==> src/rtl/stream_demux_pkg.sv <==
// Shared constants and helpers for the stream demultiplexer.
// Default widths plus a clog2 used to size the destination select.
package stream_pkg;

  function automatic int clog2(input int n);
    int r;
    r = 0;
    for (int k = 0; k < 32; k++)
      if ((1 << r) < n) r++;
    return (r < 1) ? 1 : r;
  endfunction

  localparam int DEF_WIDTH = 8;
  localparam int DEF_NUM   = 2;
  localparam int DEF_SEL_W = clog2(DEF_NUM);
  localparam int DEF_CNT_W = 8;

  localparam logic [DEF_CNT_W-1:0] DROP_SAT = '1;

endpackage

==> src/rtl/stream_demux_if.sv <==
// Producer-side and consumer-side signals of the demux.
// master drives the input beat and consumer readies.
interface stream_demux_if
  import stream_pkg::*;
#(
  parameter int WIDTH = DEF_WIDTH,
  parameter int NUM   = DEF_NUM,
  parameter int SEL_W = DEF_SEL_W,
  parameter int CNT_W = DEF_CNT_W
);

  logic                 in_valid;
  logic                 in_ready;
  logic [SEL_W-1:0]     in_sel;
  logic [WIDTH-1:0]     in_data;
  logic [NUM-1:0]       out_valid;
  logic [NUM-1:0]       out_ready;
  logic [NUM*WIDTH-1:0] out_data;
  logic [CNT_W-1:0]     drop_cnt;

  modport master (
    output in_valid, in_sel, in_data, out_ready,
    input  in_ready, out_valid, out_data, drop_cnt
  );

  modport slave (
    input  in_valid, in_sel, in_data, out_ready,
    output in_ready, out_valid, out_data, drop_cnt
  );

endinterface

==> src/rtl/stream_demux_slot.sv <==
// One-entry output slot: data register plus full flag.
// A load wins over a drain so a slot can stream one beat per cycle.
module demux_slot #(
  parameter int WIDTH = 8
) (
  input  logic             clk,
  input  logic             rst,
  input  logic             i_load,
  input  logic             i_drain,
  input  logic [WIDTH-1:0] i_data,
  output logic             o_full,
  output logic [WIDTH-1:0] o_data
);

  logic             r_full;
  logic [WIDTH-1:0] r_data;

  always_ff @(posedge clk or negedge rst) begin
    if (!rst) begin
      r_full <= 1'b0;
      r_data <= '0;
    end else begin
      if (i_load)
        r_full <= 1'b1;
      else if (i_drain)
        r_full <= 1'b0;
      if (i_load)
        r_data <= i_data;
    end
  end

  assign o_full = r_full;
  assign o_data = r_data;

endmodule

==> src/rtl/stream_demux.sv <==
// 1-to-NUM valid/ready demux with a register slot per output.
// Out-of-range selects are swallowed and counted.
module stream_demux
  import stream_pkg::*;
#(
  parameter int WIDTH = DEF_WIDTH,
  parameter int NUM   = DEF_NUM,
  parameter int SEL_W = clog2(NUM),
  parameter int CNT_W = DEF_CNT_W
) (
  input logic           clk,
  input logic           rst,
  stream_demux_if.slave bus
);

  logic [NUM-1:0]       w_hit;
  logic [NUM-1:0]       w_load;
  logic [NUM-1:0]       w_drain;
  logic [NUM-1:0]       w_full;
  logic [NUM*WIDTH-1:0] w_data;
  logic                 w_in_range;
  logic                 w_tgt_rdy;
  logic                 w_acc;
  logic [CNT_W-1:0]     r_drop;

  genvar i;
  generate
    for (i = 0; i < NUM; i++) begin : g_slot
      assign w_hit[i]   = (bus.in_sel == SEL_W'(i));
      assign w_load[i]  = w_acc & w_hit[i];
      assign w_drain[i] = w_full[i] & bus.out_ready[i];

      demux_slot #(.WIDTH(WIDTH)) u_slot (
        .clk     (clk),
        .rst     (rst),
        .i_load  (w_load[i]),
        .i_drain (w_drain[i]),
        .i_data  (bus.in_data),
        .o_full  (w_full[i]),
        .o_data  (w_data[i*WIDTH +: WIDTH])
      );
    end
  endgenerate

  // Only the addressed slot gates the input: head-of-line blocking.
  assign w_in_range = |w_hit;
  assign w_tgt_rdy  = |(w_hit & (~w_full | bus.out_ready));
  assign w_acc      = bus.in_valid & bus.in_ready;

  assign bus.in_ready  = !w_in_range || w_tgt_rdy;
  assign bus.out_valid = w_full;
  assign bus.out_data  = w_data;
  assign bus.drop_cnt  = r_drop;

  always_ff @(posedge clk or negedge rst) begin
    if (!rst)
      r_drop <= '0;
    else if (w_acc && !w_in_range && (r_drop != {CNT_W{1'b1}}))
      r_drop <= r_drop + CNT_W'(1);
  end

endmodule

==> src/flat_wrapper.sv <==
// flat-port wrapper written by rule: the top's interface ports become plain ports
module stream_demux_flat import stream_pkg::*;
#(
  parameter int WIDTH = DEF_WIDTH,
  parameter int NUM   = DEF_NUM,
  parameter int SEL_W = clog2(NUM),
  parameter int CNT_W = DEF_CNT_W
)
  (clk, rst, bus_in_valid, bus_in_sel, bus_in_data, bus_out_ready, bus_in_ready, bus_out_valid, bus_out_data, bus_drop_cnt);
  stream_demux_if #(.WIDTH(WIDTH), .NUM(NUM), .SEL_W(SEL_W), .CNT_W(CNT_W)) bus_i ();
  input logic clk;
  input logic rst;
  input wire logic [$bits(bus_i.in_valid)-1:0] bus_in_valid;
  input wire logic [$bits(bus_i.in_sel)-1:0] bus_in_sel;
  input wire logic [$bits(bus_i.in_data)-1:0] bus_in_data;
  input wire logic [$bits(bus_i.out_ready)-1:0] bus_out_ready;
  output wire logic [$bits(bus_i.in_ready)-1:0] bus_in_ready;
  output wire logic [$bits(bus_i.out_valid)-1:0] bus_out_valid;
  output wire logic [$bits(bus_i.out_data)-1:0] bus_out_data;
  output wire logic [$bits(bus_i.drop_cnt)-1:0] bus_drop_cnt;
  assign bus_i.in_valid = bus_in_valid;
  assign bus_i.in_sel = bus_in_sel;
  assign bus_i.in_data = bus_in_data;
  assign bus_i.out_ready = bus_out_ready;
  assign bus_in_ready = bus_i.in_ready;
  assign bus_out_valid = bus_i.out_valid;
  assign bus_out_data = bus_i.out_data;
  assign bus_drop_cnt = bus_i.drop_cnt;
  stream_demux #(.WIDTH(WIDTH), .NUM(NUM), .SEL_W(SEL_W), .CNT_W(CNT_W)) u_core (.clk(clk), .rst(rst), .bus(bus_i));
endmodule
==> config.mk <==
export PLATFORM = sky130hd
export DESIGN_NAME = stream_demux_flat
export DESIGN_NICKNAME = d
export VERILOG_FILES = /design/src/rtl/stream_demux_pkg.sv /design/src/rtl/stream_demux_if.sv /design/src/rtl/stream_demux_slot.sv /design/src/rtl/stream_demux.sv /design/src/flat_wrapper.sv
export SDC_FILE = /design/constraint.sdc
export NUM_CORES = 1
export LEC_CHECK = 0
export ABC_AREA = 1
export CORE_ASPECT_RATIO = 1.25
export CORE_MARGIN = 5
export CORE_UTILIZATION = 41
export DETAILED_ROUTE_END_ITERATION = 12
export PLACE_DENSITY = 0.82
export SLEW_MARGIN = 20
export SYNTH_ARGS = -nofsm -noshare
export SYNTH_HDL_FRONTEND = slang
export SYNTH_HIERARCHICAL = 1
export SYNTH_SLANG_ARGS = --single-unit
==> constraint.sdc <==
create_clock -name clk -period 1.8 [get_ports clk]
set_input_delay 0.36 -clock clk [delete_from_list [all_inputs] [get_ports clk]]
set_output_delay 0.36 -clock clk [all_outputs]
set_load 0.01 [all_outputs]
* Word-level counts from Yosys, hierarchy flattened
Index checks and enable logic that the tools add are counted. W data, S select, Z words.
Cells by class: bitwise operators 9, multiplexer cells 4, reduce and logical (&&, ||, !) cells 3
Operators by type and width (count):
- $and A1 B1 Y1 | 5
- $mux W1 | 4
- $reduce_bool A2 Y1 | 2
- $and A2 B2 Y2 | 1
- $not A2 Y2 | 1
- $or A2 B2 Y2 | 1
- $reduce_or A2 Y1 | 1
- $not A1 Y1 | 1
Storage, ports and cells: input bits 14, word-level logic and storage cells 20, output and inout port bits 27, flip-flop bits (word level) 18

* Longest topological paths before layout
depth after elaboration 7, gate-level depth with buffers 7, mapped depth without buffers 6

* Hierarchy
The synthesis kept the hierarchy.
Modules (own cells, without submodules):
- demux_slot | cells an instance 38, seq. area each 225.2 µm², area an instance 341.6 µm², instances 2
- stream_demux | cells an instance 23, seq. area each 0.0 µm², area an instance 126.4 µm², instances 1

* Least setup slack after synthesis
No wires, ideal clock.
path kind register to output, start reg u_core.g_slot[1].u_slot.r_full, end out bus_in_ready, stages on the path, launching flop included 4, arrival time 0.722 ns, slack 0.718 ns, data required time 1.440 ns, path buffers 0, path through dfrtp_1 -> inv_1 -> nor2_1 -> o21ai_1
Between the ends: word-level cells in the longest chain between the ends 4
Ends and longest elaborated chain:
- from (decl) | RTL line stream_demux_slot.sv:15 | logic r_full;
- from (signal assigned) | RTL line stream_demux_slot.sv:20 | r_full <= 1'b0;
- from (signal assigned) | RTL line stream_demux_slot.sv:24 | r_full <= 1'b1;
- from (signal assigned) | RTL line stream_demux_slot.sv:26 | r_full <= 1'b0;
- $not A2 Y2 | RTL line stream_demux.sv:47 | assign w_tgt_rdy = |(w_hit & (~w_full | bus.out_ready));
- $or A2 B2 Y2 | RTL line stream_demux.sv:47
- $and A2 B2 Y2 | RTL line stream_demux.sv:47
- $reduce_or A2 Y1 | RTL line stream_demux.sv:47
- to (decl) | RTL line flat_wrapper.sv:17 | output wire logic [$bits(bus_i.in_ready)-1:0] bus_in_ready;
Every way passes these cells.

* Worst setup path in the final report
start in bus_in_sel, end out bus_in_ready
Between the ends: word-level cells in the longest chain between the ends 3
Ends and longest elaborated chain:
- from (decl) | RTL line flat_wrapper.sv:14 | input wire logic [$bits(bus_i.in_sel)-1:0] bus_in_sel;
- $not A1 Y1 | RTL line stream_demux.sv:29 | assign w_hit[i] = (bus.in_sel == SEL_W'(i));
- $and A2 B2 Y2 * | RTL line stream_demux.sv:47
- $reduce_or A2 Y1 * | RTL line stream_demux.sv:47
Every way passes the cells marked *; elsewhere a longest branch is shown, timed or not.

==> results by group <==
Placement
  – Placed cell count: around 150
  – GPL Wtd Cong: slightly above 0.7
  – Port Buffers: 32
  – Dpl ws: -147 ps
  – DP HPWL: 1.46 mm
  – Placed Area: approximately 1100 µm²

Power and ir drop
  – Switching Share: 0.307
  – Internal power: between 0.0008 and 0.0009 W
  – Seq pwr share: 0.449
  – Switching pwr: 0.000381 W
  – Peak supply drop: between 0.0005 and 0.0006 V
  – Lkg Pwr: between 0.6 and 0.7 nW
  – PD cells: approximately 1100 nW/µm²
  – Clock power frac: 0.200
  – Gate power share: 0.351

Synth
  – Mean post-synth cell area: around 8 µm²
  – Register area share after synthesis: 0.556
  – Dominant cell type by area after synthesis: dfrtp_1
  – Share of the synthesized area in the top cell type: 0.556
  – Post-synth cell types: 10
  – Synth top area cells: dfrtp_1, nand2_1, buf_4, inv_1, buf_6
  – Synthesized flop and latch total: 18
  – Synthesized area: 810 µm²
  – Syn. warnings: 6
  – Synthesized instance count: roughly 100

Timing
  – Highest Clock Rate: 0.592 GHz
  – Setup ws final: 110 ps
  – Clk_skew: 2.87 ps
  – Finish-stage setup viols: 0
  – Tmin final: between 1500 and 2000 ps
  – Final Cycle Share: 0.939
  – RSZ-0062 raised after global routing: no
  – Hold Fails Final Rpt: 0
  – Slew Viols, Final: 0

Cells and area
  – Diodes inserted: 0
  – Final nets: 150
  – Layout cells sized above 1: 0.0667
  – Layout area overhead: 42.8%
  – Cell Count, Final, Fillers Out: around 160
  – Fill cells: ~180
  – Design area: roughly 1200 µm²
  – Multi-input gate area: 262 µm²
  – Register area: roughly 450 µm²

GRT
  – Largest net degree at the start of global routing: 19
  – Number of global-route vias before repair: 690
  – Initial antenna violation count: 0
  – Grt ovf: 0
  – Total track usage: 0.139
  – First-pass GRT wire length: 3.15 mm

Floorplanning
  – Die H: about 60 µm
  – Rows: 18
  – Die area: 2970 µm²
  – Initial core utilization: 0.418
  – Core region area: between 1500 and 2000 µm²
  – Die width: about 50 µm
  – I/O pins: 41

Drt
  – Final wirelength: ~1.9 mm
  – Via density: 4.37
  – Detail Route Antenna Nets: 0
  – WL per Instance: roughly 12 µm
  – Routed vias: around 680
  – Remaining DRCs: 0
  – Initial drt markers: 14
  – Drt first pass iters: 4

Outcome
  – Outcome: completed

Setup path
  – Worst setup SP type: input pin
  – Arrival time worst endpoint: approximately 1300 ps
  – CP Class: in -> out
  – Critical path cell sequence: clkdlybuf4s50_1 -> inv_1 -> o21ai_1 -> o21ai_1 -> dlygate4sd2_1
  – Worst EP required: around 1400 ps
  – CP delay by family, top: buffers and inverters
  – Crit end category: primary output
  – Critical path peak fanout: 3
  – Crit-path slowest cell: clkdlybuf4s50_1
  – CP dominant cell by count: o21ai_1
  – Worst Path Buf+Inv: 3
  – CP peak stage delay: 470 ps

Clocking
  – CTS clk-pin slew, worst paths: roughly 100 ps
  – Clock root cell: clkbuf_4
  – CTS tree: done
  – CTS buffer count: 3
  – Post-CTS Setup Bufs: 0
  – Clock latency on the worst-skew pair: about 290 ps
  – Clk sinks: 18
  – Clock Path Buffers: 2
  – H-tree lvl count: 1

Hold path
  – Hold Crit Class: in -> async

Job
  – Max-cap viol count: 0
[sequential cells by signal (all words and copies together) (netlist names)]
name                         flops
u_core/g_slot.u_slot/o_data     16
u_core/g_slot.u_slot/o_full      2
[synthesized netlist by cell type]
master and count:
inv_1 9, o21ai_1 2, nand2_1 54, buf_6 2, buf_4 8, o211ai_1 2, inv_2 2, nor2_1 1
dfrtp_1 18, conb_1 1
[cells by family after synthesis]
logic type,synth area share
buffers and inverters,0.153
other,0.00463
flip-flops,0.556
AO/OA/AOI/OAI,0.0309
AND/OR/NAND/NOR,0.255
[metal layers]
metal / track usage / part of all wire / vias up
met5: 0 / 0 / -
met4: 0.0787 / 0.013 / 0
met3: 0.0224 / 0.056 / 2
met2: 0.244 / 0.55 / 21
met1: 0.158 / 0.39 / 309
li1: - / - / 345
[final cells by class]
type	instances	area share
Timing Repair Buffer	35	0.295
Multi-Input combinational cell	67	0.226
Sequential cell	18	0.390
Tap cell	20	0.0216
Clock buffer	4	0.0314
Inverter	11	0.0357
[worst reg2reg max path: cells and delay by family (launching register included)]
| kind | cells | cell delay, ps |
|---|---|---|
| buf+inv | 3 | 490 |
| simple gates | 2 | 150 |
| compound gates | 1 | 80 |
| flops | 1 | 420 |
[through the flow]
stage	hold WS (ps)	total power [W]	util	TNS [ps]
after global routing	407	0.00132	0.597	0
after floorplan	64.4	0.000747	-	0
final	388	0.00124	0.597	0
after detailed placement	459	0.00101	0.579	-147
after CTS	388	0.00125	0.597	0
after global placement	454	0.000992	0.579	-111
[power by group through the flow]
stage          Combinational [W]  Clock, W  Sequential, W
6_report                0.000436  0.000248       0.000557
5_1_grt                 0.000477  0.000274       0.000568
4_1_cts                 0.000442  0.000255       0.000558
3_5_place_dp            0.000443         0       0.000566
3_3_place_gp            0.000431         0       0.000561
2_1_floorplan           0.000141         0       0.000606
[cells in the final DEF (no fill, tap or decap), drive strengths merged]
cell type      count
nand2             54
clkdlybuf4s50     31
dfrtp             18
inv               11
conb               8
clkbuf             4
buf                3
o21ai              2
o211ai             2
dlygate4sd2        1
nor2               1
[final timing paths]
check	startpoint	end	slack [ps]	cells after the start
setup reg to reg	u_core/g_slot[0].u_slot/o_full	u_core/g_slot[0].u_slot/o_data[5]	560	6
hold / removal	rst	u_core/g_slot[0].u_slot/o_data[2]	390	2
setup / recovery	bus_in_sel	bus_in_ready	110	5
max in group asynchronous	rst	u_core/g_slot[1].u_slot/o_full	1220	2
hold reg to reg	u_core/g_slot[0].u_slot/o_data[1]	u_core/g_slot[0].u_slot/o_data[1]	490	2
min in group clk	u_core/g_slot[0].u_slot/o_data[1]	u_core/g_slot[0].u_slot/o_data[1]	490	2
[repair_timing]
action                     in CTS  in global routing
hold buffers                    0                  0
gates resized for setup         1                  0
setup endpoints to repair       1                  0
No activity file was read; power rests on OpenSTA's default activity.
